### config.mk
export PLATFORM = sky130hd
export DESIGN_NAME = float_adder_arbiter
export DESIGN_NICKNAME = d
export VERILOG_FILES = /design/src/rtl/float_adder_arbiter.sv
export SDC_FILE = /design/constraint.sdc
export NUM_CORES = 1
export LEC_CHECK = 0
export BUFFER_PORTS_ARGS = -buffer_cell sky130_fd_sc_hd__buf_2
export CELL_PAD_IN_SITES_DETAIL_PLACEMENT = 0
export CELL_PAD_IN_SITES_GLOBAL_PLACEMENT = 2
export CORE_MARGIN = 5
export CORE_UTILIZATION = 23
export DETAILED_ROUTE_END_ITERATION = 12
export GPL_ROUTABILITY_DRIVEN = 0
export PLACE_DENSITY = 0.76
export RECOVER_POWER = 25
export REMOVE_ABC_BUFFERS = 1
export SLEW_MARGIN = 20
export SYNTH_ARGS = -nofsm -noshare
export SYNTH_HDL_FRONTEND = slang
export SYNTH_SLANG_ARGS = --single-unit
### constraint.sdc
create_clock -name i_clk -period 2 [get_ports i_clk]
set_clock_uncertainty 0.05 [all_clocks]
set_input_delay 0.4 -clock i_clk [delete_from_list [all_inputs] [get_ports i_clk]]
set_output_delay 0.4 -clock i_clk [all_outputs]
set_load 0.05 [all_outputs]
### src/rtl/float_adder_arbiter.sv
// rtl/float_adder_arbiter.sv - round-robin scheduler sharing one multi-cycle FloatAdder
// among NREQ requesters, with stale-valid blanking and timeout completion.
module float_adder_arbiter #(
    parameter int NREQ    = 4,
    parameter int TIMEOUT = 64,
    parameter int BLANK   = 2
) (
    input  logic              i_clk,
    input  logic              i_rst_n,
    input  logic [NREQ-1:0]   i_req_valid,
    input  logic [32*NREQ-1:0] i_req_op1,
    input  logic [32*NREQ-1:0] i_req_op2,
    output logic [NREQ-1:0]   o_req_ready,
    output logic [NREQ-1:0]   o_rsp_valid,
    output logic [31:0]       o_rsp_result,
    output logic              o_rsp_error,
    output logic              o_busy,
    output logic [31:0]       o_add_op1,
    output logic [31:0]       o_add_op2,
    output logic              o_add_input_valid,
    input  logic [31:0]       i_add_result,
    input  logic              i_add_result_valid
);

    localparam int CW = $clog2(TIMEOUT + 1);
    localparam int IW = (NREQ > 1) ? $clog2(NREQ) : 1;
    localparam logic [31:0] QNAN = 32'h7FC0_0000;
    localparam logic [NREQ-1:0] ONE = {{(NREQ-1){1'b0}}, 1'b1};

    typedef enum logic [1:0] {
        S_IDLE  = 2'd0,
        S_ISSUE = 2'd1,
        S_WAIT  = 2'd2,
        S_DONE  = 2'd3
    } state_t;

    state_t          r_state;
    state_t          w_state_nxt;
    logic [IW-1:0]   r_g;
    logic [IW-1:0]   r_last;
    logic [CW-1:0]   r_cnt;
    logic [NREQ-1:0] r_req_ready;
    logic [NREQ-1:0] r_rsp_valid;
    logic [31:0]     r_rsp_result;
    logic            r_rsp_error;
    logic            r_busy;
    logic [31:0]     r_add_op1;
    logic [31:0]     r_add_op2;
    logic            r_add_input_valid;

    logic            w_found;
    logic [IW-1:0]   w_grant_idx;
    logic [IW-1:0]   w_cand;
    logic            w_accept;
    logic            w_timeout;

    // Rotating priority: first pending requester after the last one served.
    always_comb begin
        w_found     = 1'b0;
        w_grant_idx = '0;
        w_cand      = '0;
        for (int i = 1; i <= NREQ; i++) begin
            w_cand = IW'((int'(r_last) + i) % NREQ);
            if (!w_found && i_req_valid[w_cand]) begin
                w_found     = 1'b1;
                w_grant_idx = w_cand;
            end
        end
    end

    assign w_accept  = (r_cnt >= CW'(BLANK)) && i_add_result_valid;
    assign w_timeout = (r_cnt == CW'(TIMEOUT - 1));

    always_ff @(posedge i_clk or negedge i_rst_n) begin
        if (!i_rst_n) begin
            r_state <= S_IDLE;
        end else begin
            r_state <= w_state_nxt;
        end
    end

    always_comb begin
        w_state_nxt = r_state;
        case (r_state)
            S_IDLE:  if (w_found) w_state_nxt = S_ISSUE;
            S_ISSUE: w_state_nxt = S_WAIT;
            S_WAIT:  if (w_accept || w_timeout) w_state_nxt = S_DONE;
            S_DONE:  w_state_nxt = S_IDLE;
            default: w_state_nxt = S_IDLE;
        endcase
    end

    // A genuine result takes precedence over timeout on the final WAIT cycle.
    always_ff @(posedge i_clk or negedge i_rst_n) begin
        if (!i_rst_n) begin
            r_g               <= '0;
            r_last            <= IW'(NREQ - 1);
            r_cnt             <= '0;
            r_req_ready       <= '0;
            r_rsp_valid       <= '0;
            r_rsp_result      <= '0;
            r_rsp_error       <= 1'b0;
            r_busy            <= 1'b0;
            r_add_op1         <= '0;
            r_add_op2         <= '0;
            r_add_input_valid <= 1'b0;
        end else begin
            r_req_ready       <= '0;
            r_rsp_valid       <= '0;
            r_add_input_valid <= 1'b0;
            r_busy            <= (w_state_nxt != S_IDLE);
            case (r_state)
                S_IDLE: begin
                    if (w_found) begin
                        r_g               <= w_grant_idx;
                        r_add_op1         <= i_req_op1[32*w_grant_idx +: 32];
                        r_add_op2         <= i_req_op2[32*w_grant_idx +: 32];
                        r_req_ready       <= ONE << w_grant_idx;
                        r_add_input_valid <= 1'b1;
                    end
                end
                S_ISSUE: begin
                    r_cnt <= '0;
                end
                S_WAIT: begin
                    r_cnt <= r_cnt + 1'b1;
                    if (w_accept) begin
                        r_rsp_result <= i_add_result;
                        r_rsp_error  <= 1'b0;
                        r_rsp_valid  <= ONE << r_g;
                    end else if (w_timeout) begin
                        r_rsp_result <= QNAN;
                        r_rsp_error  <= 1'b1;
                        r_rsp_valid  <= ONE << r_g;
                    end
                end
                S_DONE: begin
                    r_last <= r_g;
                end
                default: ;
            endcase
        end
    end

    assign o_req_ready       = r_req_ready;
    assign o_rsp_valid       = r_rsp_valid;
    assign o_rsp_result      = r_rsp_result;
    assign o_rsp_error       = r_rsp_error;
    assign o_busy            = r_busy;
    assign o_add_op1         = r_add_op1;
    assign o_add_op2         = r_add_op2;
    assign o_add_input_valid = r_add_input_valid;

endmodule

Word level (Yosys, flattened, before mapping):

Index checks and enable logic that the tools add are counted.

* word-level logic and storage cells: 75
* bits in registers: 120
* latch bits: 0
* ROM bits: 0
* memories kept: 0
* RAM bits: 0

* $mul: 0
* muxes and demuxes: 31
* equal/unequal tests: 4
* reduce and logical (&&, ||, !) cells: 14
* shift-type cells: 4
* bitwise logic cells: 0
* divide/modulo/power cells: 0
* $add $sub $neg: 5
* order comparisons: 5

Operator list (number)
* 128-bit by 8-bit variable part select with 32-bit output: 2
* 32-bit two-way mux: 2
* 4-bit two-way mux: 5
* 7-bit case mux with 2 select lines: 1
* 2-bit by 3-bit < comparator with 1-bit output (second input constant): 4
* 1-bit two-way mux: 12
* 2-bit two-way mux: 6
* 1-bit binary-select mux with 2-bit select: 4
* 2-bit case mux with 4 select lines: 1
* 1-bit by 2-bit left shift with 4-bit output (first input constant): 2
* 7-bit by 1-bit adder with 7-bit output (second input constant): 1
* 7-bit by 6-bit == test with 1-bit output (second input constant): 1
* 7-bit by 2-bit >= comparator with 1-bit output (second input constant): 1
* 2-bit nonzero test: 3
* 2-bit by 1-bit adder with 2-bit output (second input constant): 2
* 2-bit adder (second input constant): 2
* 2-bit == test (second input constant): 2
* 1-bit logical AND: 4
* 2-bit AND reduction: 2
* 1-bit zero test: 3
* 2-bit by 1-bit == test with 1-bit output (second input constant): 1
* 2-bit zero test: 1
* 1-bit logical OR: 1

Logic depth before layout (Yosys ltp):

Gate-level depths: netlist of the first run.

* depth in word-level cells: 16
* mapped depth: 8
* gate-level depth less buffers: 7

Worst setup path before layout of the first run:

No wires, ideal clock.

* kind: register to register
* from: register r_last[0]
* to: register r_add_op1[10], in the netlist o_add_op1[10]
* stages on the path, launching flop included: 8
* data arrival time: 1707 ps
* period minus slack after synthesis: 1905 ps
* required time: 1802 ps
* setup slack: 95 ps
* cell sequence: dfstp_2 > nand2b_2 > o21ai_2 > a211oi_2 > buf_12 > buf_12 > mux2i_1 > o221ai_2

* longest elaborated chain between the ends: 14

Ends and longest elaborated chain
* from (decl): RTL line 40 `logic [IW-1:0] r_last;`
* from (signal assigned): RTL line 97 `r_last <= IW'(NREQ - 1);`
* from (signal assigned): RTL line 138 `r_last <= r_g;`
* 2-bit by 1-bit adder with 2-bit output: RTL line 63 `w_cand = IW'((int'(r_last) + i) % NREQ);`
* 1-bit binary-select mux with 2-bit select: RTL line 64 `if (!w_found && i_req_valid[w_cand]) begin`
* 1-bit two-way mux (not written as such): RTL line 64
* 1-bit two-way mux: RTL line 64
* 1-bit zero test: RTL line 64
* 1-bit logical AND: RTL line 64
* 1-bit two-way mux: RTL line 64
* 1-bit zero test: RTL line 64
* 1-bit logical AND: RTL line 64
* 1-bit two-way mux: RTL line 64
* 1-bit zero test: RTL line 64
* 1-bit logical AND: RTL line 64
* 2-bit two-way mux / 1-bit two-way mux (equally long branches): RTL line 64
* 128-bit by 8-bit variable part select with 32-bit output / 2-bit AND reduction (equally long branches)
* to (signal assigned): RTL line 116 `r_add_op1 <= i_req_op1[32*w_grant_idx +: 32];`
* to (decl): RTL line 47 `logic [31:0] r_add_op1;`

Parallel ways exist; a longest one is shown, timed or not. The select of a mux whose other input is x is not followed.
A chain may end at the register's enable or synchronous reset.

Worst setup path after layout of the first run:

* from: register r_last[0]
* to: register r_add_op1[3], in the netlist o_add_op1[3]

Same word-level chain as after synthesis.

==> flow_summary.toml, run 1 <==
[yosys]
synth_top_family_by_area = "multiplexers"
async_reset_ff_share_pct = 100
synthAdderAreaFrac_pct = 0.955
synth_cell_types = 44
synthCells = 538
syn-mean-instance-area_sq_um = 12.2
synth_edf_count = 0
yosys_warnings = 0
ys_seq_area_share_pct = 45.9
syn_area_sq_um = 6550
synthSimpleGateAreaFrac_pct = 7.53
synthXorXnorAreaFrac_pct = 0.134
synthFlopType = "dfrtp_1"
synth_mux_area_share_pct = 19.7
synth_seq_cells = 120
synth_compound_area_share_pct = 19.1

[floorplanning]
start_util_pct = 23.4
dieArea_sq_um = 31900
pin_count = 402
coreArea_sq_um = 27900
rows = 61
die_w_microns = 179
die-height_microns = 179

[sta]
layout_setup_ws_ns = -0.0968
post-route-period-util_pct = 105
worst_pin_slew_ns = 1.13
fin_crit_ns = 2.10
drv_slew = 0
final-setup-viol-count = 50
rsz0062_at_grt = "true"
hold_viol = 0
max_freq_ghz = 0.477
relSlewSlack_pct = 25.0

[global_route]
grt_overflow = 0
grt_first_pass_wirelength_microns = 37700
first_global_vias = 6526
antenna_found_initial = 3
grt_max_degree = 47
track_usage_pct = 15.4

[placement]
io_buffers = 401
postPlaceCellArea_sq_um = 9150
dpl.hpwl_microns = 19800
dp_worst_setup_slack_ns = -0.128

[clocking]
htreeDepth = 4
clock_latency_ns = 0.42
cts_tree = "done"
numCtsBuffers = 17
cts.path.max_buffers = 2
cts_root_buf = "clkbuf_16"
clock_sinks = 120
clkSlewWorstSetupHoldPaths_ns = 0.07

[status]
status = "complete, but fails checks"
violations = "negative setup slack"

[layout]
nets = 1269
areaGrowthSynthToFinish_pct = 59.1
num-fill-cells = 2837
drive_above_1_share_pct = 60.3
stdcell_area_sq_um = 10400

[setup_path]
path_class = "reg -> reg"
cp-start-kind = "flip-flop"
crit_arrival_ns = 2.33
r2r_slack_ns = -0.1
crit_fanout = 8
reg2reg_to = "o_add_op1[3]"
cp_data_required_time_ns = 2.24
worstSetupEndpoint = "o_add_op1[3]"
worstRegToRegCells = 8
critPathLaunch = "r_last[0]"
endpoint_kind = "flip-flop"
timing.rr.start = "r_last[0]"

[routing]
routedWlPerCell_microns = 19.5
drt_iter0_drc = 228
drc = 0
drt-total-wl_microns = 26500
drt-pass1-iter-count = 4
ant_nets = 0
vias_per_cell = 4.47
vias = 6080

[min_path]
holdCritStartpoint = "i_add_result[22]"
min_path_type = "in -> reg"

[power]
swShare_pct = 49.7
p_seq_share_pct = 22.1
intPower_uw = 9590
p_leak_uw = 0.00509
power_frac_comb_pct = 61.4
peakVddDrop_v = 0.00121
clock_power_share_pct = 16.5
p_per_area_nw_per_um2 = 1830
switchingPower_uw = 9470

[flow_run]
maxCapViolations = 0
[layout by cell type, fill, tap and decap left out, types with 3 or more instances in the layout]
master	n
dfrtp_1	118
buf_4	18
buf_8	10
nor3b_1	3
nor2_1	10
inv_1	8
clkbuf_16	20
nand3_1	3
o22a_1	9
inv_8	5
a21oi_1	5
mux2i_1	80
o21ai_0	8
nor3_1	3
ha_1	5
o221ai_1	20
buf_2	400
nand2_1	76
a22o_1	23
o221ai_2	44
mux2i_4	20
mux2i_2	28
buf_16	4
inv_6	4
buf_12	12
buf_6	4
[repair_timing]
item / CTS / global route
setup endpoints to repair: 63 / 64
cloned: 3 / 3
hold buffers: 1 / 0
pin swaps: 11 / 10
buffers inserted: 4 / 0
endpoints found under the hold margin: 38 / 0
gates resized for setup: 39 / 67
[kinds of logic after synthesis]
group,count (synthesis)
xor+xnor,1
mux,129
compound gates,119
fa+ha+maj,5
simple gates,113
buf+inv,51
flops,120
[synthesized netlist by cell type, types with 4 or more instances]
cell	instances	area, sq um
buf_2	9	45.0
dfrtp_1	118	2950
ha_1	5	62.6
inv_1	8	30.0
a21oi_1	5	25.0
o221ai_1	23	201
o22a_1	9	78.8
o21ai_0	8	40.0
buf_12	13	260
nor2_1	10	37.5
o221ai_2	41	616
nand2_1	78	293
buf_4	4	30.0
a22o_1	23	201
clkbuf_1	14	52.6
mux2i_1	128	1280
[power by group through the flow]
stage | clock network, uW | logic, uW | registers, uW
2_1_floorplan | 0 | 3440 | 7730
3_3_place_gp | 0 | 10600 | 4270
3_5_place_dp | 0 | 10700 | 4240
4_1_cts | 3260 | 11300 | 4240
5_1_grt | 3370 | 12400 | 4370
6_report | 3150 | 11700 | 4220
[how the worst min path moves through the flow]
stage | endpoint | cells after the start | slack (ns)
final | o_rsp_result[22] | 2 | 0.14
after detailed placement | o_rsp_result[27] | 1 | 0.31
after global placement | o_rsp_result[27] | 1 | 0.31
after floorplan | o_add_input_valid | 0 | 0.05
after global routing | o_rsp_result[25] | 2 | 0.11
after CTS | o_rsp_result[27] | 2 | 0.11
[flip-flops by register name (all words and copies together) (netlist names)]
name               count
o_req_ready            4
o_add_op2             32
o_add_op1             32
o_rsp_error            1
r_state                2
r_last                 2
r_cnt                  7
o_rsp_result          32
o_busy                 1
o_add_input_valid      1
o_rsp_valid            4
r_g                    2
[through the flow]
stage | utilization (%) | power (uW) | setup TNS (ns) | instances | hold WS [ns]
6_report | 37.3 | 19100 | -2.32 | 1361 | 0.138
5_1_grt | 37.3 | 20100 | -7.20 | 1360 | 0.110
4_1_cts | 36.0 | 18800 | -3.40 | 1358 | 0.112
3_5_place_dp | 32.7 | 14900 | -4.47 | 1318 | 0.312
3_3_place_gp | 32.7 | 14900 | -2.98 | 1318 | 0.312
2_1_floorplan | - | 11200 | -462.62 | 496 | 0.0544
[area by class of cell]
cell class	count	area (sq um)	share of cell area, %
Sequential cell	120	3010	28.8
Clock buffer	17	425	4.08
Antenna cell	1	2.50	0.0240
Multi-Input combinational cell	367	3520	33.8
Tap cell	378	473	4.54
Clock inverter	15	179	1.72
Inverter	9	33.8	0.324
Timing Repair Buffer	454	2780	26.7
[routing by layer]
metal  vias to the layer above  track usage [%]  part of all wire [%]
met1                      2867             18.7                    40
met2                       259             26.1                    49
met3                        31             5.40                   8.7
met4                         6             4.22                   2.2
met5                         -                0                  0.15
li1                       2917                -                     -
[worst max-delay path, cell delays in order (launching register included)]
cell,delay [ns]
dfstp_2,0.54
nand2b_4,0.14
o21ai_4,0.06
a211oi_4,0.23
buf_6,0.18
buf_12,0.18
clkbuf_16,0.20
mux2i_2,0.23
o221ai_2,0.12
Power figures use the tool's default switching activity.
==> run 2, diff against run 1 <==
--- a/config.mk
+++ b/config.mk
@@ -12,7 +12,7 @@
 export CORE_UTILIZATION = 23
 export DETAILED_ROUTE_END_ITERATION = 12
 export GPL_ROUTABILITY_DRIVEN = 0
-export PLACE_DENSITY = 0.76
+export PLACE_DENSITY = 0.83
 export RECOVER_POWER = 25
 export REMOVE_ABC_BUFFERS = 1
 export SLEW_MARGIN = 20
==> constraint.sdc (replaced) <==
create_clock -name i_clk -period 2 [get_ports i_clk]
set_clock_uncertainty 0.05 [all_clocks]
set_input_delay 0 -clock i_clk [delete_from_list [all_inputs] [get_ports i_clk]]
set_output_delay 0 -clock i_clk [all_outputs]
set_load 0.05 [all_outputs]
==> flow_summary.toml, run 2 <==
[status]
status = "did not finish"
lastStage = "clock tree synthesis"
tool.error = "[ERROR RSZ-0060] Max buffer count reached."

[yosys]
synthFlopType = "dfrtp_1"
synthCells = 538
yosysMostFrequentCell = "mux2i_1"
netlist_top_cells_count = "128 x mux2i_1, 118 x dfrtp_1, 78 x nand2_1, 41 x o221ai_2"
synth_area_leaders = "dfrtp_1 45%, mux2i_1 20%, o221ai_2 9.4%, nand2_1 4.5%, buf_12 4.0%"
yosysTopAreaCell = "dfrtp_1"
syn_area_sq_um = 6550
synth_seq_cells = 120
synth_top_area_share_pct = 45.1
yosys_warnings = 0
synth_cell_types = 44
synth_edf_count = 0
ys_seq_area_share_pct = 45.9
async_reset_ff_share_pct = 100
syn-mean-instance-area_sq_um = 12.2

[clocking]
post_cts_resized = 60
htreeDepth = 4
cts_hold_buffers = 270
clock_sinks = 120
cts.path.max_buffers = 2
numCtsBuffers = 17
cts_root_buf = "clkbuf_16"
post_cts_buffers = 6

[floorplanning]
die-height_microns = 179
pin_count = 402
start_util_pct = 23.4
rows = 61
die_w_microns = 179

[placement]
dpl.hpwl_microns = 19100
io_buffers = 401
run 2: cell counts after synthesis:
No cell type changed its count.
run 2: cell families after synthesis:
group	synth area share [%]
adder cells (fa/ha/maj)	0.955
XOR/XNOR	0.134
AND/OR/NAND/NOR	7.53
AO/OA/AOI/OAI	19.1
buffers and inverters	6.67
flip-flops	45.9
multiplexers	19.7
run 2: per-stage QoR:
step	hold WS (ns)	cell area, sq um	TNS (ns)	setup WS (ns)	cells
after global placement	-0.233	9070	-3.74	-0.186	1306
after detailed placement	-0.231	9070	-5.40	-0.220	1306
after floorplan	-0.346	6140	-462.62	-7.14	496
==> run 3, diff against run 2 <==
--- a/config.mk
+++ b/config.mk
@@ -6,13 +6,11 @@
 export NUM_CORES = 1
 export LEC_CHECK = 0
 export BUFFER_PORTS_ARGS = -buffer_cell sky130_fd_sc_hd__buf_2
-export CELL_PAD_IN_SITES_DETAIL_PLACEMENT = 0
-export CELL_PAD_IN_SITES_GLOBAL_PLACEMENT = 2
-export CORE_MARGIN = 5
-export CORE_UTILIZATION = 23
+export CORE_AREA = 5 5 154 156
 export DETAILED_ROUTE_END_ITERATION = 12
+export DIE_AREA = 0 0 159 161
 export GPL_ROUTABILITY_DRIVEN = 0
-export PLACE_DENSITY = 0.83
+export PLACE_DENSITY_LB_ADDON = 0.15
 export RECOVER_POWER = 25
 export REMOVE_ABC_BUFFERS = 1
 export SLEW_MARGIN = 20
==> constraint.sdc (replaced) <==
create_clock -name i_clk -period 2.6 [get_ports i_clk]
set_clock_uncertainty 0.05 [all_clocks]
set_input_delay 0 -clock i_clk [delete_from_list [all_inputs] [get_ports i_clk]]
set_output_delay 0 -clock i_clk [all_outputs]
set_load 0.05 [all_outputs]
==> flow_summary.toml, run 3 <==
[placement]
io_buffers = 401
dpl.hpwl_microns = 17700
dp.cells = 1198

[yosys]
syn_area_sq_um = 6550
syn-mean-instance-area_sq_um = 12.2
synth_cell_types = 44
yosys_warnings = 0
synth_seq_cells = 120
async_reset_ff_share_pct = 100
yosysMostFrequentCell = "mux2i_1"
netlist_top_cells_count = "128 x mux2i_1, 118 x dfrtp_1, 78 x nand2_1, 41 x o221ai_2"
ys_seq_area_share_pct = 45.9
synth_area_leaders = "dfrtp_1 45%, mux2i_1 20%, o221ai_2 9.4%, nand2_1 4.5%, buf_12 4.0%"
yosysTopAreaCell = "dfrtp_1"
synthCells = 538
synth_edf_count = 0
synth_top_area_share_pct = 45.1
synthFlopType = "dfrtp_1"

[floorplanning]
start_util_pct = 29.5
pin_count = 402
die-height_microns = 161
rows = 55
die_w_microns = 159

[status]
status = "did not finish"
tool.error = "[ERROR RSZ-0060] Max buffer count reached."
lastStage = "clock tree synthesis"

[clocking]
clock_sinks = 120
post_cts_resized = 0
cts_hold_buffers = 247
htreeDepth = 4
cts.path.max_buffers = 2
numCtsBuffers = 17
post_cts_buffers = 0
cts_root_buf = "clkbuf_16"
[run 3: cell counts after synthesis]
No cell type changed its count.
[run 3: stage by stage]
step	setup slack [ns]	utilization [%]	hold slack, ns	TNS, ns	cell area, sq um
floorplan	-6.54	-	-0.346	-420.17	6140
global placement	0.443	39.4	-0.0353	0	8750
detailed placement	0.350	39.4	-0.0445	0	8750
[run 3: logic make-up after synthesis]
family / after synthesis / synth area share [%]
AOI/OAI and AO/OA: 119 / 19.1
xor gates and xnor gates: 1 / 0.134
adders and majority gates: 5 / 0.955
buffers and inverters: 51 / 6.67
DFF: 120 / 45.9
muxes: 129 / 19.7
and+or+nand+nor: 113 / 7.53
